===== src/rtl/alu_share_arbiter.sv =====
// alu_share_arbiter
//   Shares one external ALU between two requesters. A round-robin arbiter picks
//   a winner in IDLE, its operands are latched straight into the registered ALU
//   drive outputs, the ALU is given ALU_LAT cycles to settle, then C/zero are
//   captured and returned to the winner over a valid/ready response handshake.
//   Only one operation is outstanding at any time.
//
// Ports
//   clk, reset           : rising-edge clock, asynchronous active-low reset
//   reqN_valid/ready     : request handshake for requester N (ready is
//                          combinational and only high in IDLE for the winner)
//   reqN_a/b/op          : operands and ALUOp of requester N
//   rspN_valid/ready     : response handshake for requester N
//   rsp_c, rsp_zero      : captured ALU result, shared, qualified by rspN_valid
//   alu_a/b/op           : registered drive to the external ALU
//   alu_c, alu_zero      : result from the external ALU
//   busy                 : high whenever the FSM is not IDLE
module alu_share_arbiter #(
   parameter int ALU_LAT = 1,
   parameter int W       = 32
) (
   input  logic         clk,
   input  logic         reset,
   input  logic         req0_valid,
   output logic         req0_ready,
   input  logic [W-1:0] req0_a,
   input  logic [W-1:0] req0_b,
   input  logic [2:0]   req0_op,
   input  logic         req1_valid,
   output logic         req1_ready,
   input  logic [W-1:0] req1_a,
   input  logic [W-1:0] req1_b,
   input  logic [2:0]   req1_op,
   output logic         rsp0_valid,
   input  logic         rsp0_ready,
   output logic         rsp1_valid,
   input  logic         rsp1_ready,
   output logic [W-1:0] rsp_c,
   output logic         rsp_zero,
   output logic [W-1:0] alu_a,
   output logic [W-1:0] alu_b,
   output logic [2:0]   alu_op,
   input  logic [W-1:0] alu_c,
   input  logic         alu_zero,
   output logic         busy
);

   typedef enum logic [1:0] {IDLE, EXEC, RESP} state_t;

   localparam logic [3:0] CNT_INIT = 4'(ALU_LAT - 1);

   state_t     state;
   logic       owner;
   logic       last_grant;
   logic [3:0] cnt;
   logic       any_req;
   logic       grant;
   logic       rsp_take;

   // Arbitration: a lone request wins outright; on a tie the requester that
   // did not get the previous grant wins.
   always_comb begin
      any_req    = req0_valid | req1_valid;
      grant      = (req0_valid && req1_valid) ? ~last_grant : req1_valid;
      req0_ready = reset && (state == IDLE) && any_req && !grant;
      req1_ready = reset && (state == IDLE) && any_req && grant;
      rsp_take   = owner ? rsp1_ready : rsp0_ready;
      busy       = (state != IDLE);
   end

   // Operands are latched directly into the ALU drive registers at accept, so
   // they stay stable for all of EXEC and simply hold through RESP and IDLE.
   always_ff @(posedge clk or negedge reset) begin
      if (!reset) begin
         state      <= IDLE;
         owner      <= 1'b0;
         last_grant <= 1'b1;
         cnt        <= '0;
         alu_a      <= '0;
         alu_b      <= '0;
         alu_op     <= '0;
         rsp_c      <= '0;
         rsp_zero   <= 1'b0;
         rsp0_valid <= 1'b0;
         rsp1_valid <= 1'b0;
      end else begin
         case (state)
            IDLE: begin
               if (any_req) begin
                  alu_a      <= grant ? req1_a  : req0_a;
                  alu_b      <= grant ? req1_b  : req0_b;
                  alu_op     <= grant ? req1_op : req0_op;
                  owner      <= grant;
                  last_grant <= grant;
                  cnt        <= CNT_INIT;
                  state      <= EXEC;
               end
            end
            EXEC: begin
               if (cnt != 4'd0) begin
                  cnt <= cnt - 4'd1;
               end else begin
                  rsp_c      <= alu_c;
                  rsp_zero   <= alu_zero;
                  rsp0_valid <= !owner;
                  rsp1_valid <= owner;
                  state      <= RESP;
               end
            end
            RESP: begin
               // Only the owner's ready completes the handshake.
               if (rsp_take) begin
                  rsp0_valid <= 1'b0;
                  rsp1_valid <= 1'b0;
                  state      <= IDLE;
               end
            end
            default: state <= IDLE;
         endcase
      end
   end

endmodule


===== config.mk =====
export PLATFORM = sky130hd
export DESIGN_NAME = alu_share_arbiter
export DESIGN_NICKNAME = d
export VERILOG_FILES = /design/src/rtl/alu_share_arbiter.sv
export SDC_FILE = /design/constraint.sdc
export NUM_CORES = 1
export LEC_CHECK = 0
export CAP_MARGIN = 20
export CORE_MARGIN = 4
export CORE_UTILIZATION = 35
export CTS_CLUSTER_DIAMETER = 120
export CTS_CLUSTER_SIZE = 40
export DETAILED_ROUTE_END_ITERATION = 6
export PLACE_DENSITY = 0.74
export SYNTH_ARGS = -nofsm -noshare
export SYNTH_HDL_FRONTEND = slang
export SYNTH_SLANG_ARGS = --single-unit

===== constraint.sdc =====
create_clock -name clk -period 2 [get_ports clk]
set_clock_uncertainty 0.05 [all_clocks]
set_input_delay 0.3 -clock clk [delete_from_list [all_inputs] [get_ports clk]]
set_output_delay 0.3 -clock clk [all_outputs]
set_load 0.02 [all_outputs]

---- Word-level counts from Yosys, hierarchy flattened ----
Index checks and enable logic that the tools add are counted.
storage, ports and cells
  register bits after elaboration ......... 110
  input port bits ......................... 173
  logic and storage cells ................. 55
  output and inout bits ................... 105
operators by class
  reduce and logical (&&, ||, !) cells .... 17
  equal/unequal tests ..................... 6
  bitwise logic cells ..................... 3
  add/sub/neg operators ................... 1
  mux-type cells .......................... 17
operators with widths
  operator               number
  $mux W32               2
  $reduce_and A3 Y1      3
  $mux W4                2
  $ne A2 B2 Y1 const B   4
  $pmux W4 S2            1
  $mux W2                3
  $pmux W2 S3            1
  $reduce_bool A2 Y1     3
  $logic_and A1 B1 Y1    5
  $mux W1                5
  $pmux W1 S2            2
  $reduce_and A2 Y1      2
  $reduce_bool A4 Y1     1
  $sub A4 B1 Y4 const B  1
  $mux W3                1
  $eq A2 B1 Y1 const B   1
  $eq A2 B2 Y1 const B   1
  $logic_not A1 Y1       2
  $logic_not A2 Y1       1
  $not A1 Y1             2
  $or A1 B1 Y1           1

---- Depth between registers and ports, before layout ----
Gate-level depths: netlist of run 1.
  depth in word-level cells ............... 4
  mapped depth ............................ 6
  depth with buffers taken out ............ 5

---- Worst setup path after synthesis of run 1 ----
Ideal clock, no wire load.
  kind .................................... register -> output
  start ................................... reg state[1]
  end ..................................... out req1_ready
  setup slack ............................. 0.152 ns
  path buffers ............................ 1
  arrival ................................. 1.498 ns
  cell stages (with the launch flop) ...... 5
  cells stage by stage .................... dfrtp_1 -> nor2_2 -> clkinv_1 -> buf_2 -> nor3_1
on the way
  cells in the longest elaborated chain, start to end .. 4
RTL lines
  what                               RTL line  source
  start: declaration                 52        state_t state;
  start signal: assignment           75        state <= IDLE;
  start signal: assignment           96        state <= EXEC;
  start signal: assignment           107       state <= RESP;
  $logic_not A2 Y1                   66        req1_ready = reset && (state == IDLE) && any_req && grant;
  $logic_and A1 B1 Y1 (3 in series)  66
  end: declaration                   30        output logic req1_ready,
Every way passes these cells.

---- Worst setup path after layout of run 1 ----
  start ................................... reg state[1]
  end ..................................... out busy
on the way
  cells in the longest elaborated chain, start to end .. 1
RTL lines
  what                RTL line  source
  $reduce_bool A2 Y1  68        busy = (state != IDLE);
  end: declaration    45        output logic busy
Every way passes these cells.

==> out/results.ini, run 1 <==
[placement]
gp_congestion = 0.802
port_buffers = 277
dp_hpwl_mm = 11.0
placed_cells = 861

[floorplanning]
chipWidth_um = 128
row_count = 43
initial_utilization_pct = 36.1
die_area_mm2 = 0.0164
coreArea_mm2 = 0.0140
die_y_um = 128
io_pins = 278

[cells_and_area]
drive_gt1_share_pct = 11.2
antenna_cells = 0
fillerInstances = 1170
area_growth_syn_to_layout_pct = 66.7
layout_commonest_cell = clkdlybuf4s50_1
postLayoutCoreUtil_pct = 60.1
most-common-layout-cells = 271 x clkdlybuf4s50_1, 134 x o21ai_0, 109 x dfrtp_1, 70 x mux2i_1, 29 x mux2_4
stdcell_count = 877
fin_nets = 867

[logic_synthesis]
synth_edf_count = 0
netlist_area_mm2 = 0.00505
synth_cell_types = 36
synthCells = 421
synth_top_family_by_area = multiplexers
synth_top_area_share_pct = 54.0
synth_mux_area_share_pct = 23.4
synth_compound_area_share_pct = 15.1
ys_top_cells_by_area = dfrtp_1 54%, mux2i_1 14%, o21ai_0 13%
yosys.area_share.simple_pct = 2.78
synthAdderAreaFrac_pct = 0.496
synth_seq_cells = 110
synth-main-ff-cell = dfrtp_1
syn_nets = 596
synth_top_cell_by_area = dfrtp_1
async_flop_share_pct = 100
synthXorXnorAreaFrac_pct = 0
ys_seq_area_share_pct = 54.6
avgSynthCellArea_um2 = 12.0
yosys_warnings = 0

[clock_tree]
clock_tree.buffer_depth = 2
cts.sinks = 110
numCtsBuffers = 9
insertion_delay_ns = 0.34
cts-root-buf = clkbuf_16
cts_tree = yes
clk_pin_slew_worst_paths_ns = 0.07
h-tree-depth = 3

[drt]
dr.pass1.iters = 4
drc = 0
vias_per_cell = 4.91
vias = 4310
ant_nets = 0
wl_per_cell_um = 16.7
drt-total-wl_mm = 14.6
initialDrtViolationCount = 188

[run_status]
status = finished clean

[timing]
timing.final.crit_period_ns = 1.94
worst_pin_slew_ns = 0.611
finalHoldViolations = 0
slew-limit-headroom_pct = 59.2
fin_crit_sh_pct = 96.8
setup-violations-final = 0
drv_slew = 0
max_freq_mhz = 516
rsz0062_at_grt = no

[global_route]
grt.overflow.total = 0
grt_first_pass_wirelength_mm = 23.0
grt_max_degree = 111
grt_usage_pct = 17.6
antenna_found_initial = 0
grt_pass1_vias = 4487

[run]
max_cap_violations = 0

[worst_setup_path]
worstPathRequired_ns = 1.65
r2r_start = cnt[0]
ff2ff_path_depth = 6
critPathLaunchType = register
rr_endpoint = rsp_c[3]
cp.arrival_ns = 1.59
crit_path_max_fanout = 72
crit_path_end_kind = output port
crit_type = register to output port
ff2ff_setup_slack_ns = 0.23

[power]
powerDensity_mw_per_mm2 = 1500
power_leakage_nw = 3.74
ir_worst_vdd_mv = 0.676

[worst_hold_path]
hp-class = input port to async pin

[synth_stat cells, types with 2 or more instances]
| master | n |
|---|---|
| ha_1 | 2 |
| mux2i_1 | 70 |
| buf_4 | 6 |
| dfrtp_1 | 109 |
| buf_2 | 4 |
| mux2_4 | 29 |
| inv_1 | 3 |
| o21ai_0 | 134 |
| clkbuf_1 | 19 |
| buf_6 | 3 |
| nand2_1 | 2 |
| o21ai_1 | 6 |
| a21oi_1 | 4 |
| mux2_2 | 4 |
| nor3_1 | 2 |
| nand3b_1 | 2 |
| nor2_1 | 3 |
[critical path, cell delays in order, from the launching register on]
cell and delay [ns]:
dfrtp_1 0.40, nor2_2 0.16, inv_2 0.07, buf_12 0.18
dlygate4sd2_1 0.38
[state kept, by name, indices dropped and copies added (netlist names)]
signal,cells
last_grant,1
rsp1_valid,1
owner,1
state,2
rsp_c,32
alu_a,32
rsp0_valid,1
rsp_zero,1
alu_b,32
alu_op,3
cnt,4
[worst max-delay path by stage]
stage / from / endpoint / depth (start not counted)
after floorplan: state[1] / req1_ready / 4
after global placement: req0_valid / req0_ready / 5
after detailed placement: req0_valid / req0_ready / 5
after CTS: state[1] / req0_ready / 5
after global routing: state[1] / req0_ready / 5
final: state[1] / busy / 4
[area by class of cell]
type	count	area, µm²	area share (%)
timing repair buffer	292	2980	35.4
clock inverter	7	73.8	0.878
tap	180	225	2.68
clock buffer	9	225	2.68
sequential	110	2750	32.7
multi-input combinational	275	2140	25.4
inverter	4	15.0	0.178
[cells by family (layout without fill, tap and decap cells)]
family | Yosys count | in the layout
fa+ha+maj | 2 | 2
flops | 110 | 110
simple gates | 21 | 21
buf+inv | 36 | 312
compound gates | 149 | 149
mux | 103 | 103
[repair_timing]
action	4_1_cts	5_1_grt
buffers inserted	0	0
cloned	0	0
hold buffers	0	0
resized for setup	10	2
endpoints found under the setup margin	3	3
[power breakdown]
group | switching [W] | internal, W | leakage (nW)
registers | 0.000566 | 0.00334 | 1.33
logic | 0.00338 | 0.00354 | 2.26
clock network | 0.000804 | 0.000976 | 0.146
[through the flow]
stage          cell area (µm²)  hold WS [ns]  worst slack [ns]  power, W  setup TNS [ns]
2_1_floorplan             5050       -0.0456             0.152   0.00757               0
3_3_place_gp              8100         0.411            -0.265    0.0108           -3.13
3_5_place_dp              8100         0.420            -0.261    0.0109           -4.07
4_1_cts                   8410        0.0380           0.00328    0.0128               0
5_1_grt                   8410        0.0698            0.0102    0.0134               0
6_report                  8410       0.00949            0.0637    0.0126               0
[per-layer routing]
metal	vias up	GRT usage, %	share of wire [%]
li1	2063	-	-
met1	2061	20.8	39
met2	169	30.7	51
met3	17	5.08	7.8
met4	0	5.74	1.8
met5	-	0	0
(Power assumes the default switching activity.)
==> run 2: changes to the inputs <==
--- a/config.mk
+++ b/config.mk
@@ -11,7 +11,7 @@
 export CTS_CLUSTER_DIAMETER = 120
 export CTS_CLUSTER_SIZE = 40
 export DETAILED_ROUTE_END_ITERATION = 6
-export PLACE_DENSITY = 0.74
+export PLACE_DENSITY_LB_ADDON = 0.15
 export SYNTH_ARGS = -nofsm -noshare
 export SYNTH_HDL_FRONTEND = slang
 export SYNTH_SLANG_ARGS = --single-unit
==> run 2 against run 1 <==
Net effect: power rose by 0.37%; critical path depth unchanged; wire length is 6.8% higher; clock-buffer cell count increased by 2; worst hold slack got worse by 0.0081 ns; maximum frequency shrank 0.40%; first-iteration DRC count is 23% lower; register-to-register slack worse by 0.08 ns; highest routed layer unchanged; largest cell class unchanged; sequential power barely moved; non-clock buffer count increased by 4.
==> out/results.ini, run 2 (synthesis results as in run 1) <==
[drt]
drc = 0  ; unchanged
drt-total-wl_mm = 15.6  ; was 14.6 mm
ant_nets = 0  ; unchanged
dr.pass1.iters = 4  ; unchanged
vias = 4385  ; was 4,310
vias_per_cell = 4.98  ; was 4.91
initialDrtViolationCount = 145  ; was 188
wl_per_cell_um = 17.7  ; was 16.7 µm

[power]
power_frac_comb_pct = 54.8  ; was 54.9%
powerDensity_mw_per_mm2 = 1510  ; was 1500 mW/mm²
power_leakage_nw = 3.74  ; about the same
p_sw_share_pct = 38.1  ; was 37.7%
internal-power_w = 0.00783  ; was 0.00785 W
p_switching_w = 0.00482  ; was 0.00475 W
seqPwrFrac_pct = 31.1  ; was 31.0%
ir_worst_vdd_mv = 0.521  ; was 0.676 mV
clock_power_share_pct = 14.1  ; about the same
finalPower_w = 0.0126  ; about the same

[worst_setup_path]
crit_path_end_kind = output port  ; unchanged
slowest_stage = clkdlybuf4s50_1  ; was dfrtp_1
crit_type = input port to output port  ; was register to output port
cp.arrival_ns = 1.59  ; about the same
slowest_delay_ns = 0.48  ; was 0.40 ns
crit_path_max_fanout = 4  ; was 72
critPathLaunchType = input port  ; was register
worstPathRequired_ns = 1.65  ; about the same
crit_chain = clkdlybuf4s50_1 -> a21bo_4 -> nor3_1 -> dlygate4sd2_1  ; was nor2_2 -> inv_2 -> buf_12 -> dlygate4sd2_1

[timing]
max_freq_mhz = 514  ; was 516 MHz
worst_pin_slew_ns = 0.827  ; was 0.611 ns
setup-violations-final = 0  ; unchanged
drv_slew = 0  ; unchanged
timing.final.crit_period_ns = 1.94  ; about the same
fin_crit_sh_pct = 97.2  ; was 96.8%
rsz0062_at_grt = no  ; unchanged
slew-limit-headroom_pct = 44.9  ; was 59.2%
finalHoldViolations = 0  ; unchanged

[floorplanning]
die_area_mm2 = 0.0164  ; unchanged
io_pins = 278  ; unchanged
coreArea_mm2 = 0.0140  ; unchanged
die_y_um = 128  ; unchanged
row_count = 43  ; unchanged
chipWidth_um = 128  ; unchanged
initial_utilization_pct = 36.1  ; unchanged

[clock_tree]
postCtsSetupBuffers = 0  ; unchanged
clk_pin_slew_worst_paths_ns = 0.07  ; about the same
cts_tree = yes  ; unchanged
cts-root-buf = clkbuf_16  ; unchanged
h-tree-depth = 3  ; unchanged
clock_tree.buffer_depth = 2  ; unchanged
numCtsBuffers = 9  ; unchanged
insertion_delay_ns = 0.35  ; was 0.34 ns
cts.sinks = 110  ; unchanged

[cells_and_area]
stdcell_count = 881  ; was 877
top_regs = alu_a x32, alu_b x32, rsp_c x32  ; unchanged
area_growth_syn_to_layout_pct = 66.3  ; was 66.7%
most-common-layout-cells = 272 x clkdlybuf4s50_1, 134 x o21ai_0, 109 x dfrtp_1, 70 x mux2i_1, 29 x mux2_4  ; was 271 x clkdlybuf4s50_1, 134 x o21ai_0, 109 x dfrtp_1, 70 x mux2i_1, 29 x mux2_4
drive_gt1_share_pct = 10.8  ; was 11.2%
fin_nets = 871  ; was 867
layout_commonest_cell = clkdlybuf4s50_1  ; unchanged
antenna_cells = 0  ; unchanged

[global_route]
grt_pass1_vias = 4815  ; was 4,487
grt.overflow.total = 0  ; unchanged
grt_usage_pct = 18.8  ; was 17.6%
grt_max_degree = 70  ; was 111
grt_first_pass_wirelength_mm = 24.4  ; was 23.0 mm
antenna_found_initial = 0  ; unchanged

[placement]
port_buffers = 277  ; unchanged
dp_hpwl_mm = 11.7  ; was 11.0 mm
placed_cells = 864  ; was 861
gp_congestion = 0.816  ; was 0.802

[worst_hold_path]
hp-class = input port to async pin  ; unchanged

[run]
max_cap_violations = 0  ; unchanged

[run_status]
status = finished clean  ; unchanged

==> run 2: path summary, 6_finish.rpt <==
check / start / end / slack, ns / cells after the start
worst max-delay path: req1_valid / req1_ready / 0.06 / 4
worst min-delay path: reset / cnt[2] / 0.001 / 2
worst max register to register: last_grant / alu_op[0] / 0.15 / 5
worst min register to register: cnt[0] / cnt[0] / 0.45 / 1
max in group asynchronous: reset / alu_b[15] / 1.21 / 2
min in group clk: req0_valid / last_grant / 0.41 / 2
==> run 2: per-stage QoR <==
stage                     setup WS [ns]  TNS [ns]  cell area [µm²]  utilization, %  hold WS [ns]
after floorplan                   0.152         0             5050               -       -0.0456
after global placement           -0.325     -7.52             8100            57.9        0.0898
after detailed placement         -0.335    -10.05             8100            57.9        0.0916
after CTS                       0.00573         0             8400            60.0        0.0136
after global routing            0.00254         0             8390            60.0        0.0451
final                            0.0559         0             8390            60.0       0.00135
==> run 2: what timing repair did <==
item	in CTS	in global routing
pin swaps	0	0
gates resized for setup	5	2
hold endpoints to repair	7	0
hold buffers	1	0
endpoints found under the setup margin	3	1
==> run 2: cell type report <==
| class | count | area (µm²) |
|---|---|---|
| clock inverter | 5 | 60.1 |
| tap | 180 | 225 |
| fill | 1154 | 5600 |
| clock buffer | 11 | 233 |
| timing repair buffer | 296 | 2970 |
| sequential | 110 | 2750 |
| inverter | 4 | 15.0 |
| multi-input combinational | 275 | 2130 |
==> run 2: layer usage <==
layer	share of wire [%]	GRT usage, %	vias to the layer above	wire [µm]
met3	12	8.88	13	1800
met5	0	0	-	0
met2	49	31.4	198	7640
li1	-	-	2063	-
met4	1.3	5.18	0	204
met1	38	21.7	2111	5970
==> run 2: critical path: cells and delay by family <==
kind,cells,cell delay [ns]
compound gates,1,0.24
simple gates,1,0.18
buf+inv,2,0.87
==> run 2: power by group through the flow <==
stage	Combinational, W	Sequential (W)	Clock [W]
6_report	0.00694	0.00393	0.00178
2_1_floorplan	0.00239	0.00518	0
3_5_place_dp	0.00703	0.00396	0
5_1_grt	0.00743	0.00407	0.00192
4_1_cts	0.00705	0.00394	0.00184
3_3_place_gp	0.00693	0.00391	0
==> run 3: changes to the inputs <==
--- a/config.mk
+++ b/config.mk
@@ -7,7 +7,7 @@
 export LEC_CHECK = 0
 export CAP_MARGIN = 20
 export CORE_MARGIN = 4
-export CORE_UTILIZATION = 35
+export CORE_UTILIZATION = 26
 export CTS_CLUSTER_DIAMETER = 120
 export CTS_CLUSTER_SIZE = 40
 export DETAILED_ROUTE_END_ITERATION = 6
==> run 3 against run 2 <==
Net effect: worst setup slack improved by 0.080 ns; combinational power barely moved; clock power rose by 7%; sequential share of layout area fell by 0.53 points; non-clock buffer count fell by 1; clock-buffer cell count did not move; first-iteration DRC count rose by 32%.
==> out/results.ini, run 3 (synthesis results as in run 1) <==
[timing]
timing.final.crit_period_ns = 1.86  ; was 1.94 ns
setup_tns_ns = 0  ; unchanged
worst_pin_slew_ns = 0.582  ; was 0.827 ns
hold_ws_ns = 0.288  ; was 0.00135 ns
finalHoldViolations = 0  ; unchanged
slew-limit-headroom_pct = 61.2  ; was 44.9%
drv_slew = 0  ; unchanged
fin_crit_sh_pct = 93.2  ; was 97.2%
rsz0062_at_grt = no  ; unchanged
max_freq_mhz = 536  ; was 514 MHz
setup-violations-final = 0  ; unchanged

[placement]
port_buffers = 277  ; unchanged
gp_congestion = 0.803  ; was 0.816
dp_hpwl_mm = 12.1  ; was 11.7 mm
placed_cells = 942  ; was 864
placed_area_mm2 = 0.00820  ; was 0.00810 mm²

[run_status]
status = finished clean  ; unchanged

[worst_setup_path]
cp_common_cell = buf_4
worstPathRequired_ns = 1.65  ; about the same
crit_chain = nor2_4 -> inv_2 -> buf_4 -> nor3_1 -> buf_4  ; was clkdlybuf4s50_1 -> a21bo_4 -> nor3_1 -> dlygate4sd2_1
r2r_start = cnt[0]  ; was last_grant
crit_type = register to output port  ; was input port to output port
slowest_delay_ns = 0.48  ; about the same
slowest_stage = dfrtp_2  ; was clkdlybuf4s50_1
crit_path_end_kind = output port  ; unchanged
crit_path_max_fanout = 19  ; was 4
critPathLaunchType = register  ; was input port
ff2ff_setup_slack_ns = 0.18  ; was 0.15 ns
rr_endpoint = rsp_c[0]  ; was alu_op[0]
ff2ff_path_depth = 6  ; was 5
cp.arrival_ns = 1.51  ; was 1.59 ns

[cells_and_area]
area_growth_syn_to_layout_pct = 69.2  ; was 66.3%
antenna_cells = 0  ; unchanged
most-common-layout-cells = 273 x clkdlybuf4s50_1, 134 x o21ai_0, 107 x dfrtp_1, 70 x mux2i_1, 29 x mux2_4  ; was 272 x clkdlybuf4s50_1, 134 x o21ai_0, 109 x dfrtp_1, 70 x mux2i_1, 29 x mux2_4
top_regs = alu_a x32, alu_b x32, rsp_c x32  ; unchanged
layout_commonest_cell = clkdlybuf4s50_1  ; unchanged
stdcell_area_mm2 = 0.00854  ; was 0.00839 mm²
drive_gt1_share_pct = 11.4  ; was 10.8%
stdcell_count = 960  ; was 881
multi_input_comb_area_mm2 = 0.00214  ; was 0.00213 mm²
regArea_mm2 = 0.00276  ; was 0.00275 mm²
fin_nets = 870  ; was 871
fillerInstances = 1750  ; was 1,154

[global_route]
grt.overflow.total = 0  ; unchanged
antenna_found_initial = 0  ; unchanged
grt_first_pass_wirelength_mm = 25.3  ; was 24.4 mm
grt_usage_pct = 14.5  ; was 18.8%
grt_max_degree = 108  ; was 70
grt_pass1_vias = 4683  ; was 4,815

[floorplanning]
chipWidth_um = 147  ; was 128 µm
row_count = 50  ; was 43
initial_utilization_pct = 26.7  ; was 36.1%
die_y_um = 147  ; was 128 µm
io_pins = 278  ; unchanged
die_area_mm2 = 0.0217  ; was 0.0164 mm²
coreArea_mm2 = 0.0189  ; was 0.0140 mm²

[drt]
drt-total-wl_mm = 16.3  ; was 15.6 mm
drc = 0  ; unchanged
wl_per_cell_um = 17.0  ; was 17.7 µm
initialDrtViolationCount = 191  ; was 145
vias = 4351  ; was 4,385
dr.pass1.iters = 4  ; unchanged
vias_per_cell = 4.53  ; was 4.98
ant_nets = 0  ; unchanged

[clock_tree]
h-tree-depth = 3  ; unchanged
clk_pin_slew_worst_paths_ns = 0.07  ; about the same
numCtsBuffers = 9  ; unchanged
insertion_delay_ns = 0.34  ; was 0.35 ns
cts-root-buf = clkbuf_16  ; unchanged
cts.sinks = 110  ; unchanged
clock_tree.buffer_depth = 2  ; unchanged
cts_tree = yes  ; unchanged

[power]
power_leakage_nw = 3.75  ; was 3.74 nW
finalPower_w = 0.0128  ; was 0.0126 W
powerDensity_mw_per_mm2 = 1500  ; was 1510 mW/mm²
ir_worst_vdd_mv = 0.719  ; was 0.521 mV

[run]
max_cap_violations = 0  ; unchanged

[worst_hold_path]
hp-class = input port to async pin  ; unchanged

==> run 3: through the flow <==
stage               utilization, %  setup slack [ns]
CTS                           45.2            0.0728
floorplan                        -             0.152
finish                        45.2             0.135
global route                  45.2            0.0186
global placement              43.4             0.165
detailed placement            43.4             0.159
==> run 3: report_power, final <==
| group | total (W) | switching [W] | internal [W] |
|---|---|---|---|
| Combinational | 0.00694 | 0.00342 | 0.00352 |
| Clock | 0.00190 | 0.000843 | 0.00105 |
| Sequential | 0.00396 | 0.000617 | 0.00334 |
==> run 3: repair_timing <==
| item | 4_1_cts | 5_1_grt |
|---|---|---|
| endpoints found under the hold margin | 3 | 0 |
| resized for setup | 3 | 1 |
| hold buffers | 1 | 0 |
| pin swaps | 1 | 0 |
| setup buffers | 1 | 0 |
| cloned | 0 | 0 |
| endpoints found under the setup margin | 3 | 1 |
==> run 3: critical path, delay by kind of cell (launching register included) <==
kind / cells / cell delay [ns]
buf+inv: 3 / 0.43
flops: 1 / 0.48
simple gates: 2 / 0.27
==> run 3: layer usage <==
metal | vias to the layer above | track usage (%) | routed length (µm)
met3 | 13 | 5.31 | 1480
met5 | - | 0 | 0
li1 | 2068 | - | -
met1 | 2082 | 18.2 | 6780
met2 | 188 | 23.7 | 7840
met4 | 0 | 3.82 | 190
==> run 3: final cells by class <==
class	instances	share of cell area, %
tap	260	3.81
timing repair buffer	295	35.0
inverter	4	0.176
clock buffer	11	2.96
clock inverter	5	0.718
sequential	110	32.3
multi-input combinational	275	25.0
==> run 3: how the worst max path moves through the flow <==
stage          startpoint         end  cells past startpoint
3_5_place_dp   req0_valid   alu_b[14]                      5
6_report         state[1]  req1_ready                      5
3_3_place_gp   req1_valid  req1_ready                      4
2_1_floorplan    state[1]  req1_ready                      4
5_1_grt          state[0]  req1_ready                      5
4_1_cts          state[0]  req1_ready                      5
